--- src/rtl/vga_embarcacao_pkg.sv ---
// Shared board geometry and coordinate helpers for the ship renderers.
// Board is 8x8 cells; cell origins step by PASSO_X/PASSO_Y pixels.
package vga_embarcacao_pkg;

  localparam logic [9:0] ORIGEM_X = 10'd16;
  localparam logic [9:0] PASSO_X  = 10'd62;
  localparam logic [9:0] ORIGEM_Y = 10'd16;
  localparam logic [9:0] PASSO_Y  = 10'd57;
  localparam logic [9:0] LARGURA  = 10'd54;
  localparam logic [9:0] ALTURA   = 10'd49;
  localparam logic [9:0] GRADE    = 10'd8;

  // Raw board coordinates are 1-based; 0 and 9..15 mean "not placed".
  function automatic logic coord_valida(input logic [3:0] v);
    return (v >= 4'd1) && (v <= 4'd8);
  endfunction

endpackage

--- src/rtl/vga_embarcacao_n_if.sv ---
// Pixel-stream and game-state bundle feeding one ship renderer, plus its colour outputs.
// master = timing/game side, slave = renderer.
interface vga_embarcacao_n_if #(
  parameter int TAMANHO = 2
);
  logic                areaAtiva;
  logic [9:0]          linha;
  logic [9:0]          coluna;
  logic [63:0]         posicoesEmbarcacao;
  logic [TAMANHO-1:0]  acertos;
  logic                rgb_r;
  logic                rgb_g;
  logic                rgb_b;
  logic                pixelNavio;

  modport master (
    output areaAtiva, linha, coluna, posicoesEmbarcacao, acertos,
    input  rgb_r, rgb_g, rgb_b, pixelNavio
  );

  modport slave (
    input  areaAtiva, linha, coluna, posicoesEmbarcacao, acertos,
    output rgb_r, rgb_g, rgb_b, pixelNavio
  );
endinterface

--- src/rtl/vga_embarcacao_n_celula_mapa.sv ---
// Combinational cell-to-pixel test: high when (linha, coluna) is strictly inside the
// board cell at (x, y) and both coordinates are valid. Zero latency, no handshake.
module vga_celula_mapa
  import vga_embarcacao_pkg::*;
(
  input  logic [3:0] x,
  input  logic [3:0] y,
  input  logic [9:0] linha,
  input  logic [9:0] coluna,
  output logic       dentro
);

  logic [9:0] left;
  logic [9:0] top;
  logic       habilitada;

  always_comb begin
    // Row 8 is drawn at the top of the screen, so Y counts upwards.
    left       = ORIGEM_X + PASSO_X * ({6'd0, x} - 10'd1);
    top        = ORIGEM_Y + PASSO_Y * (GRADE - {6'd0, y});
    habilitada = coord_valida(x) && coord_valida(y);
    dentro     = habilitada
                 && (linha  > top)  && (linha  < top  + ALTURA)
                 && (coluna > left) && (coluna < left + LARGURA);
  end

endmodule

--- src/rtl/vga_embarcacao_n.sv ---
// Draws one TAMANHO-cell ship with per-frame coordinate latching, hit/sunk display and blink.
// Pixel to colour latency is one cycle; outputs are registered, no backpressure.
module vga_embarcacao_n
  import vga_embarcacao_pkg::*;
#(
  parameter int           TAMANHO      = 2,
  parameter logic         COR_R        = 1'b1,
  parameter logic         COR_G        = 1'b0,
  parameter logic         COR_B        = 1'b0,
  parameter int           BLINK_FRAMES = 15
) (
  input  logic             clk,
  input  logic             rst,
  vga_embarcacao_n_if.slave bus
);

  localparam int         PW         = 8 * TAMANHO;
  localparam logic [7:0] BLINK_LAST = 8'(BLINK_FRAMES - 1);

  logic               prev_zero_q, prev_zero_d;
  logic [PW-1:0]      pos_q, pos_d;
  logic [TAMANHO-1:0] hit_q, hit_d;
  logic [7:0]         blink_q, blink_d;
  logic               fase_q, fase_d;
  logic               rgb_r_q, rgb_r_d;
  logic               rgb_g_q, rgb_g_d;
  logic               rgb_b_q, rgb_b_d;
  logic               pixel_q, pixel_d;

  logic               pix_zero;
  logic               fs;
  logic [TAMANHO-1:0] dentro;
  logic               algum_dentro;
  logic               acerto_dentro;
  logic               afundado;

  always_comb begin
    pix_zero    = (bus.linha == 10'd0) && (bus.coluna == 10'd0);
    fs          = pix_zero && !prev_zero_q;
    prev_zero_d = pix_zero;

    // Only the coordinate bits of the cells actually in use are shadowed.
    pos_d   = fs ? bus.posicoesEmbarcacao[3 +: PW] : pos_q;
    hit_d   = fs ? bus.acertos                     : hit_q;

    blink_d = blink_q;
    fase_d  = fase_q;
    if (fs) begin
      if (blink_q == BLINK_LAST) begin
        blink_d = 8'd0;
        fase_d  = !fase_q;
      end else begin
        blink_d = blink_q + 8'd1;
      end
    end
  end

  for (genvar k = 0; k < TAMANHO; k++) begin : g_celula
    vga_celula_mapa u_celula (
      .x      (pos_d[8*k +: 4]),
      .y      (pos_d[8*k+4 +: 4]),
      .linha  (bus.linha),
      .coluna (bus.coluna),
      .dentro (dentro[k])
    );
  end

  always_comb begin
    algum_dentro  = |dentro;
    acerto_dentro = |(dentro & hit_d);
    afundado      = &hit_d;

    rgb_r_d = 1'b0;
    rgb_g_d = 1'b0;
    rgb_b_d = 1'b0;
    pixel_d = 1'b0;
    if (bus.areaAtiva && algum_dentro) begin
      pixel_d = 1'b1;
      if (afundado) begin
        // The mux keeps priority on the dark half of the blink too.
        rgb_r_d = COR_R & !fase_q;
        rgb_g_d = COR_G & !fase_q;
        rgb_b_d = COR_B & !fase_q;
      end else if (acerto_dentro) begin
        rgb_r_d = 1'b1;
        rgb_g_d = 1'b1;
        rgb_b_d = 1'b1;
      end else begin
        rgb_r_d = COR_R;
        rgb_g_d = COR_G;
        rgb_b_d = COR_B;
      end
    end
  end

  always_ff @(posedge clk or posedge rst) begin
    if (rst) begin
      prev_zero_q <= 1'b0;
      pos_q       <= '0;
      hit_q       <= '0;
      blink_q     <= 8'd0;
      fase_q      <= 1'b0;
      rgb_r_q     <= 1'b0;
      rgb_g_q     <= 1'b0;
      rgb_b_q     <= 1'b0;
      pixel_q     <= 1'b0;
    end else begin
      prev_zero_q <= prev_zero_d;
      pos_q       <= pos_d;
      hit_q       <= hit_d;
      blink_q     <= blink_d;
      fase_q      <= fase_d;
      rgb_r_q     <= rgb_r_d;
      rgb_g_q     <= rgb_g_d;
      rgb_b_q     <= rgb_b_d;
      pixel_q     <= pixel_d;
    end
  end

  assign bus.rgb_r      = rgb_r_q;
  assign bus.rgb_g      = rgb_g_q;
  assign bus.rgb_b      = rgb_b_q;
  assign bus.pixelNavio = pixel_q;

endmodule

--- src/flat_wrapper.sv ---
// flat-port wrapper written by rule: the top's interface ports become plain ports
module vga_embarcacao_n_flat import vga_embarcacao_pkg::*;
#(
  parameter int           TAMANHO      = 2,
  parameter logic         COR_R        = 1'b1,
  parameter logic         COR_G        = 1'b0,
  parameter logic         COR_B        = 1'b0,
  parameter int           BLINK_FRAMES = 15
)
  (clk, rst, bus_areaAtiva, bus_linha, bus_coluna, bus_posicoesEmbarcacao, bus_acertos, bus_rgb_r, bus_rgb_g, bus_rgb_b, bus_pixelNavio);
  vga_embarcacao_n_if #(.TAMANHO(TAMANHO)) bus_i ();
  input  logic clk;
  input  logic rst;
  input wire logic [$bits(bus_i.areaAtiva)-1:0] bus_areaAtiva;
  input wire logic [$bits(bus_i.linha)-1:0] bus_linha;
  input wire logic [$bits(bus_i.coluna)-1:0] bus_coluna;
  input wire logic [$bits(bus_i.posicoesEmbarcacao)-1:0] bus_posicoesEmbarcacao;
  input wire logic [$bits(bus_i.acertos)-1:0] bus_acertos;
  output wire logic [$bits(bus_i.rgb_r)-1:0] bus_rgb_r;
  output wire logic [$bits(bus_i.rgb_g)-1:0] bus_rgb_g;
  output wire logic [$bits(bus_i.rgb_b)-1:0] bus_rgb_b;
  output wire logic [$bits(bus_i.pixelNavio)-1:0] bus_pixelNavio;
  assign bus_i.areaAtiva = bus_areaAtiva;
  assign bus_i.linha = bus_linha;
  assign bus_i.coluna = bus_coluna;
  assign bus_i.posicoesEmbarcacao = bus_posicoesEmbarcacao;
  assign bus_i.acertos = bus_acertos;
  assign bus_rgb_r = bus_i.rgb_r;
  assign bus_rgb_g = bus_i.rgb_g;
  assign bus_rgb_b = bus_i.rgb_b;
  assign bus_pixelNavio = bus_i.pixelNavio;
  vga_embarcacao_n #(.TAMANHO(TAMANHO), .COR_R(COR_R), .COR_G(COR_G), .COR_B(COR_B), .BLINK_FRAMES(BLINK_FRAMES)) u_core (.clk(clk), .rst(rst), .bus(bus_i));
endmodule
--- config.mk ---
export PLATFORM = sky130hd
export DESIGN_NAME = vga_embarcacao_n_flat
export DESIGN_NICKNAME = d
export VERILOG_FILES = /design/src/rtl/vga_embarcacao_pkg.sv /design/src/rtl/vga_embarcacao_n_if.sv /design/src/rtl/vga_embarcacao_n_celula_mapa.sv /design/src/rtl/vga_embarcacao_n.sv /design/src/flat_wrapper.sv
export SDC_FILE = /design/constraint.sdc
export NUM_CORES = 1
export LEC_CHECK = 0
export CORE_MARGIN = 2
export CORE_UTILIZATION = 50
export DETAILED_ROUTE_END_ITERATION = 10
export GPL_ROUTABILITY_DRIVEN = 1
export GPL_TIMING_DRIVEN = 0
export PLACE_DENSITY = 0.74
export SKIP_LAST_GASP = 1
export SLEW_MARGIN = 20
export SYNTH_ARGS = -nofsm -noshare
export SYNTH_HDL_FRONTEND = slang
export SYNTH_HIERARCHICAL = 1
export SYNTH_SLANG_ARGS = --single-unit
--- constraint.sdc ---
create_clock -name clk -period 12.49 [get_ports clk]
set_input_delay 2.498 -clock clk [delete_from_list [all_inputs] [get_ports clk]]
set_output_delay 2.498 -clock clk [all_outputs]
set_load 0.05 [all_outputs]
After elaboration in Yosys (flattened, before gate mapping)
Cells that the tools add are included.
{"block": "op_classes", "n_addsub": 13, "n_mul": 4, "div": 0, "magnitude_cmp": 16, "eq_ne": 1, "shift": 0, "mux": 9, "bitwise": 1, "reduce_logical": 25}
{"operator": "$add 10x6->10 const B", "count": 4}
{"operator": "$add 5x10->10 const A", "count": 4}
{"operator": "$gt 10x10->1", "count": 4}
{"operator": "$lt 10x10->1", "count": 4}
{"operator": "$logic_not 10->1", "count": 2}
{"operator": "$mul 5x10->9 const A", "count": 2}
{"operator": "$mul 7x5->10 const A", "count": 2}
{"operator": "$logic_and 1x1->1", "count": 17}
{"operator": "$ge 4x1->1 const B", "count": 4}
{"operator": "$le 4x4->1 const B", "count": 4}
{"operator": "$mux 16", "count": 1}
{"operator": "$sub 4x1->5 const B", "count": 2}
{"operator": "$sub 4x4->5 const A", "count": 2}
{"operator": "$add 8x1->8 const B", "count": 1}
{"operator": "$eq 8x4->1 const B", "count": 1}
{"operator": "$mux 8", "count": 1}
{"operator": "$mux 1", "count": 6}
{"operator": "$reduce_and 2->1", "count": 2}
{"operator": "$reduce_or 2->1", "count": 2}
{"operator": "$and 2x2->2", "count": 1}
{"operator": "$logic_not 1->1", "count": 2}
{"operator": "$mux 2", "count": 1}
{"block": "totals", "reg_bits": 31, "latchBits": 0, "ramBits": 0, "romBits": 0, "input_bits": 89, "output_inout_bits": 4, "word_cells": 77, "mem_count": 0}

Longest topological paths before layout
{"block": "logic_depth", "word_depth": 17, "mapped_depth": 35, "depth_no_buf": 33}

By module
The synthesis kept the hierarchy.
{"mod": "vga_celula_mapa (u_core.g_celula[1].u_celula)", "instances": 1, "cells_each": 298, "area_each_um2": 2471.1, "seq_area_each_um2": 0.0}
{"mod": "vga_celula_mapa (u_core.g_celula[0].u_celula)", "instances": 1, "cells_each": 292, "area_each_um2": 2437.3, "seq_area_each_um2": 0.0}
{"mod": "vga_embarcacao_n", "instances": 1, "cells_each": 113, "area_each_um2": 1521.5, "seq_area_each_um2": 775.7}

Worst setup path before layout
No wires, ideal clock.
{"block": "synth_path", "path_kind": "in2reg", "startpoint": "input bus_coluna[5]", "endpoint": "register u_core.rgb_b_q, in the netlist u_core/bus.rgb_b", "setup_ps": 99, "arrival_time_ps": 9485, "t_required_ps": 12391, "path_slack_ps": 2905, "stages": 35, "path_buffers": 2, "path_cell_list": "nor4_2 > and3_2 > nand2_4 > buf_6 > mux2_1 > inv_1 > ha_1 > buf_2 > nand2b_1 > and2_1 > o21a_1 > ha_1 > inv_1 > fa_1 > inv_1 > fa_1 > ha_1 > ha_1 > a21o_1 > a21oi_1 > xnor2_1 > inv_1 > or3_1 > xnor2_1 > ha_1 > a211oi_1 > nand3_1 > a21o_1 > nor4_1 > o211ai_1 > nor3_1 > nand2_1 > o21ai_0 > nor3_1 > a311oi_1"}
{"block": "synth_via", "elab_chain_cells": 17, "elab_cells_between_ends": 59, "cone_classes": "add/sub: 12; mul: 4; order compare: 16; mux: 5; bitwise: 1; reduce/logical: 21"}
{"item": "start, declared", "line_no": "flat_wrapper.sv:16", "source": "input wire logic [$bits(bus_i.coluna)-1:0] bus_coluna;"}
{"item": "$logic_not 10->1 (*)", "line_no": "vga_embarcacao_n.sv:38", "source": "pix_zero = (bus.linha == 10'd0) && (bus.coluna == 10'd0);"}
{"item": "$logic_and 1x1->1 (*)", "line_no": "vga_embarcacao_n.sv:38"}
{"item": "$logic_and 1x1->1 (*)", "line_no": "vga_embarcacao_n.sv:39", "source": "fs = pix_zero && !prev_zero_q;"}
{"item": "$mux 16 (*)", "line_no": "vga_embarcacao_n.sv:43", "source": "pos_d = fs ? bus.posicoesEmbarcacao[3 +: PW] : pos_q;"}
{"item": "net u_core.pos_d[12]", "line_no": "vga_embarcacao_n.sv:21", "source": "logic [PW-1:0] pos_q, pos_d;"}
{"item": "$sub 4x4->5", "line_no": "vga_embarcacao_n_celula_mapa.sv:20", "source": "top = ORIGEM_Y + PASSO_Y * (GRADE - {6'd0, y});"}
{"item": "$mul 7x5->10", "line_no": "vga_embarcacao_n_celula_mapa.sv:20"}
{"item": "$add 5x10->10", "line_no": "vga_embarcacao_n_celula_mapa.sv:20"}
{"item": "[... 3 more ...]"}
{"item": "$logic_and 1x1->1 (*) (2 in series)", "line_no": "vga_embarcacao_n_celula_mapa.sv:24", "source": "&& (coluna > left) && (coluna < left + LARGURA);"}
{"item": "net u_core.dentro[1]", "line_no": "vga_embarcacao_n.sv:32", "source": "logic [TAMANHO-1:0] dentro;"}
{"item": "$and 2x2->2", "line_no": "vga_embarcacao_n.sv:70", "source": "acerto_dentro = |(dentro & hit_d);"}
{"item": "$reduce_or 2->1", "line_no": "vga_embarcacao_n.sv:70"}
{"item": "$mux 1", "line_no": "vga_embarcacao_n.sv:84", "source": "end else if (acerto_dentro) begin"}
{"item": "$mux 1", "line_no": "vga_embarcacao_n.sv:79", "source": "if (afundado) begin"}
{"item": "$mux 1 (*)", "line_no": "vga_embarcacao_n.sv:77", "source": "if (bus.areaAtiva && algum_dentro) begin"}
{"item": "net u_core.rgb_b_d", "line_no": "vga_embarcacao_n.sv:27", "source": "logic rgb_b_q, rgb_b_d;"}
{"item": "end signal, assigned", "line_no": "vga_embarcacao_n.sv:115", "source": "rgb_b_q <= rgb_b_d;"}
{"item": "end, declared", "line_no": "vga_embarcacao_n.sv:27"}
The timed path passes the listed nets; every way through them passes the cells marked *.
A chain may end at the register's enable or synchronous reset.

Worst setup path in the final report
Ends and elaborated chain as after synthesis.

==> metrics.md <==
| Metric | Value |
|---|---|
| Status | `finished, final reports clean` |
| Max-cap violations | `0` |
| Overall Power | `about 290 uW` |
| Worst EP arrival | `approximately 11 ns` |
| Max-slew violations | `0` |
| Final min period | `about 11 ns` |
| Fin crit share | `0.904` |
| Clk_lat worst skew | `0.28 ns` |
| TritonCTS clock tree | `done` |
| Port bufs | `44` |
| N_diodes | `0` |
| Critical path class | `primary input to flip-flop` |
| Multi-input logic area | `~5300 um^2` |
| CP Max Fanout | `10` |
| Yosys warning count | `6` |
| DR vias | `5195` |
| Most common cell after layout, fill and taps aside | `ha_1` |
| RR Endpoint | `u_core/bus.rgb_b$_DFF_PP0_` |
| Layout cells sized above 1 | `0.0808` |
| Post-CTS Hold Buffers | `0` |
| Die area | `~14000 um^2` |
| P&R area growth vs syn | `12.8%` |
| Largest net degree at the start of global routing | `32` |
| Peak supply drop | `roughly 38 uV` |
| Vias/cell | `5.60` |
| Internal power | `approximately 220 uW` |
| Synth unique cells | `76` |
| Row count | `between 40 and 50` |
| Max-Slew Margin vs Limit | `0.454` |
| Worst Setup EP | `u_core/bus.rgb_b$_DFF_PP0_` |
| TritonCTS buffer count | `5` |
| Primary FF master, synth | `dfrtp_1` |
| Syn Area/Cell | `9.15 um^2` |
| R2R depth | `34` |
| GRT overflow | `0` |
| Vias in the first global route | `~5.5k` |
| GRT Total Usage | `0.220` |
| Seq pwr share | `0.346` |
| Most used cell, CP | `ha_1` |
| Clock root cell | `clkbuf_16` |
| #FFs+latches synth | `31` |
| Leak | `0.00346 uW` |
| DRT antenna net count | `0` |
| CP peak stage delay | `approximately 0.74 ns` |
| Routed len/inst | `around 16 um` |
| Post-synth EDFFs | `0` |
| Reg clk slew, reported paths | `roughly 0.060 ns` |
| Final worst setup slack | `~1.2 ns` |
| Clock tree buffer depth | `2` |
| Most frequent cells in the layout | `ha_1 (144), inv_1 (74), xnor2_1 (48), clkdlybuf4s50_1 (44), nor2_1 (38)` |
| Routability cong. | `between 0.8 and 0.9` |
| Syn_nets | `between 900 and 1k` |
| Slowest-stage cell, CP | `nor4_1` |
| Syn Std Cell Area | `between 6000 and 7000 um^2` |
| Worst EP required | `about 13 ns` |
| Initial antenna violation count | `0` |
| Switching part of the total | `0.246` |
| Placed cell count | `just over 900` |
| Reg-to-Reg Start | `u_core/prev_zero_q$_DFF_PP0_` |
| Iter 0 DRT Violations | `roughly 270` |
| Register area share after synthesis | `0.121` |
| CP startpoint kind | `primary input` |
| Core Region | `between 10000 and 15000 um^2` |
| WL final | `14.6 mm` |
| Fmax | `88.6 MHz` |
| Combinational share of power | `0.168` |
| Setup slack, reg-to-reg | `between 4 and 5 ns` |
| First-pass GRT wire length | `25.5 mm` |
| Worst hold path class | `flip-flop to flip-flop` |
| Starting density of the core | `0.512` |
| Setup crit start | `bus_coluna[5]` |
| Post-layout util | `0.577` |
| Sum Neg Setup Slack | `0 ns` |
| Ys async rst share | `1.00` |
| Fillcell total | `1104` |
| Residual DRC | `0` |
| Final Hold Fails | `0` |
| Post-DP HPWL | `about 12 mm` |
| Final net count | `between 1k and 1.5k` |
| Clock power share | `0.485` |
| Die boundary width | `117 um` |
| Worst-Margin Slew | `around 0.81 ns` |
| Pwr/cell area | `between 30 and 40 nW/um^2` |
| Cells after synthesis | `703` |
| Non-filler cells, final | `slightly above 900` |
| Pre-CTS WS | `between 0.9 and 1 ns` |
| Ports | `93` |
| TritonCTS sink count | `31` |
| Final setup vio count | `0` |
| Clock H-tree levels | `2` |
| Register area | `776 um^2` |
| Chip Height | `117 um` |
| Setup repair bufs after CTS | `0` |
| TritonRoute pass-1 iters | `4` |
| Worst Skew | `approximately 0.0072 ns` |
| RSZ-0062 raised after global routing | `false` |
| # resized after CTS | `0` |
| CP Capture Type | `flip-flop` |
| Switch Pwr | `71.4 uW` |
## cell type report
class	count	area share
tap	172	0.0297
timing repair buffer	44	0.0607
multi-input combinational	584	0.729
clock inverter	3	0.00604
clock buffer	5	0.0172
inverter	76	0.0393
sequential	31	0.107
buffer	12	0.0112
## logic make-up after synthesis
group,count (synthesis),share of synthesized area
simple gates,172,0.166
mux,22,0.0379
fa+ha+maj,165,0.344
flops,31,0.121
compound gates,135,0.144
buf+inv,88,0.0570
xor+xnor,90,0.131
## routing by layer
layer / global-route usage / vias up / share of wire
li1: - / 2593 / -
met2: 0.390 / 117 / 0.49
met4: 0.0738 / 0 / 0.020
met3: 0.0161 / 23 / 0.038
met1: 0.282 / 2462 / 0.45
met5: 0 / - / 0
## registers in the layout, indices dropped and copies added, names as in the netlist
name,count
u_core/blink_q,8
u_core/prev_zero_q,1
u_core/bus.rgb_b,1
u_core/bus.rgb_r,1
u_core/bus.pixelNavio,1
u_core/fase_q,1
u_core/pos_q,16
u_core/hit_q,2
## critical path: cells and delay by family
family	cells	cell delay, ns
AND/OR/NAND/NOR	9	2.46
AO/OA/AOI/OAI	10	2.15
adder cells (fa/ha/maj)	7	2.14
buffers and inverters	7	1.36
multiplexers	1	0.48
XOR/XNOR	2	0.35
## per-stage QoR
step / hold WS [ns] / instance area, um^2
floorplan: 0.456 / 6430
global placement: 0.472 / 7090
detailed placement: 0.497 / 7090
CTS: 0.509 / 7250
global route: 0.524 / 7250
finish: 0.501 / 7250
## power groups by stage
stage	clock [uW]	sequential, uW	combinational [uW]
final	141	101	48.9
after detailed placement	0	102	48.2
after global placement	0	102	46.3
after CTS	144	100	48.9
after global routing	148	100	55.0
after floorplan	0	102	22.0
## Yosys cell counts (6+ instances only)
library cell	n	area (um^2)
a21o_1	16	120
mux2_1	17	191
xor2_1	35	307
xnor2_1	48	420
nor2_1	38	143
nor3_1	17	85.1
nand3b_1	6	45.0
inv_1	75	282
dfrtp_1	31	776
nand2b_1	9	56.3
nand2_1	25	93.8
a21oi_1	29	145
a211oi_1	7	52.6
nor2b_1	8	50.1
o211ai_1	6	45.0
o21ai_0	27	135
ha_1	144	1800
o21a_1	17	128
nand4_1	10	62.6
nand3_1	20	100
fa_1	20	400
## worst min path at each step
stage,start,to,slack [ns],depth (start not counted)
after global placement,u_core/pos_q[14]$_DFF_PP0_,u_core/pos_q[14]$_DFF_PP0_,0.47,1
final,u_core/pos_q[14]$_DFF_PP0_,u_core/pos_q[14]$_DFF_PP0_,0.50,1
after CTS,u_core/blink_q[6]$_DFFE_PP0N_,u_core/blink_q[6]$_DFFE_PP0N_,0.51,1
after floorplan,u_core/pos_q[6]$_DFF_PP0_,u_core/pos_q[6]$_DFF_PP0_,0.46,1
after global routing,u_core/blink_q[6]$_DFFE_PP0N_,u_core/blink_q[6]$_DFFE_PP0N_,0.52,1
after detailed placement,u_core/blink_q[6]$_DFFE_PP0N_,u_core/blink_q[6]$_DFFE_PP0N_,0.50,1
Power figures use the tool's default switching activity.
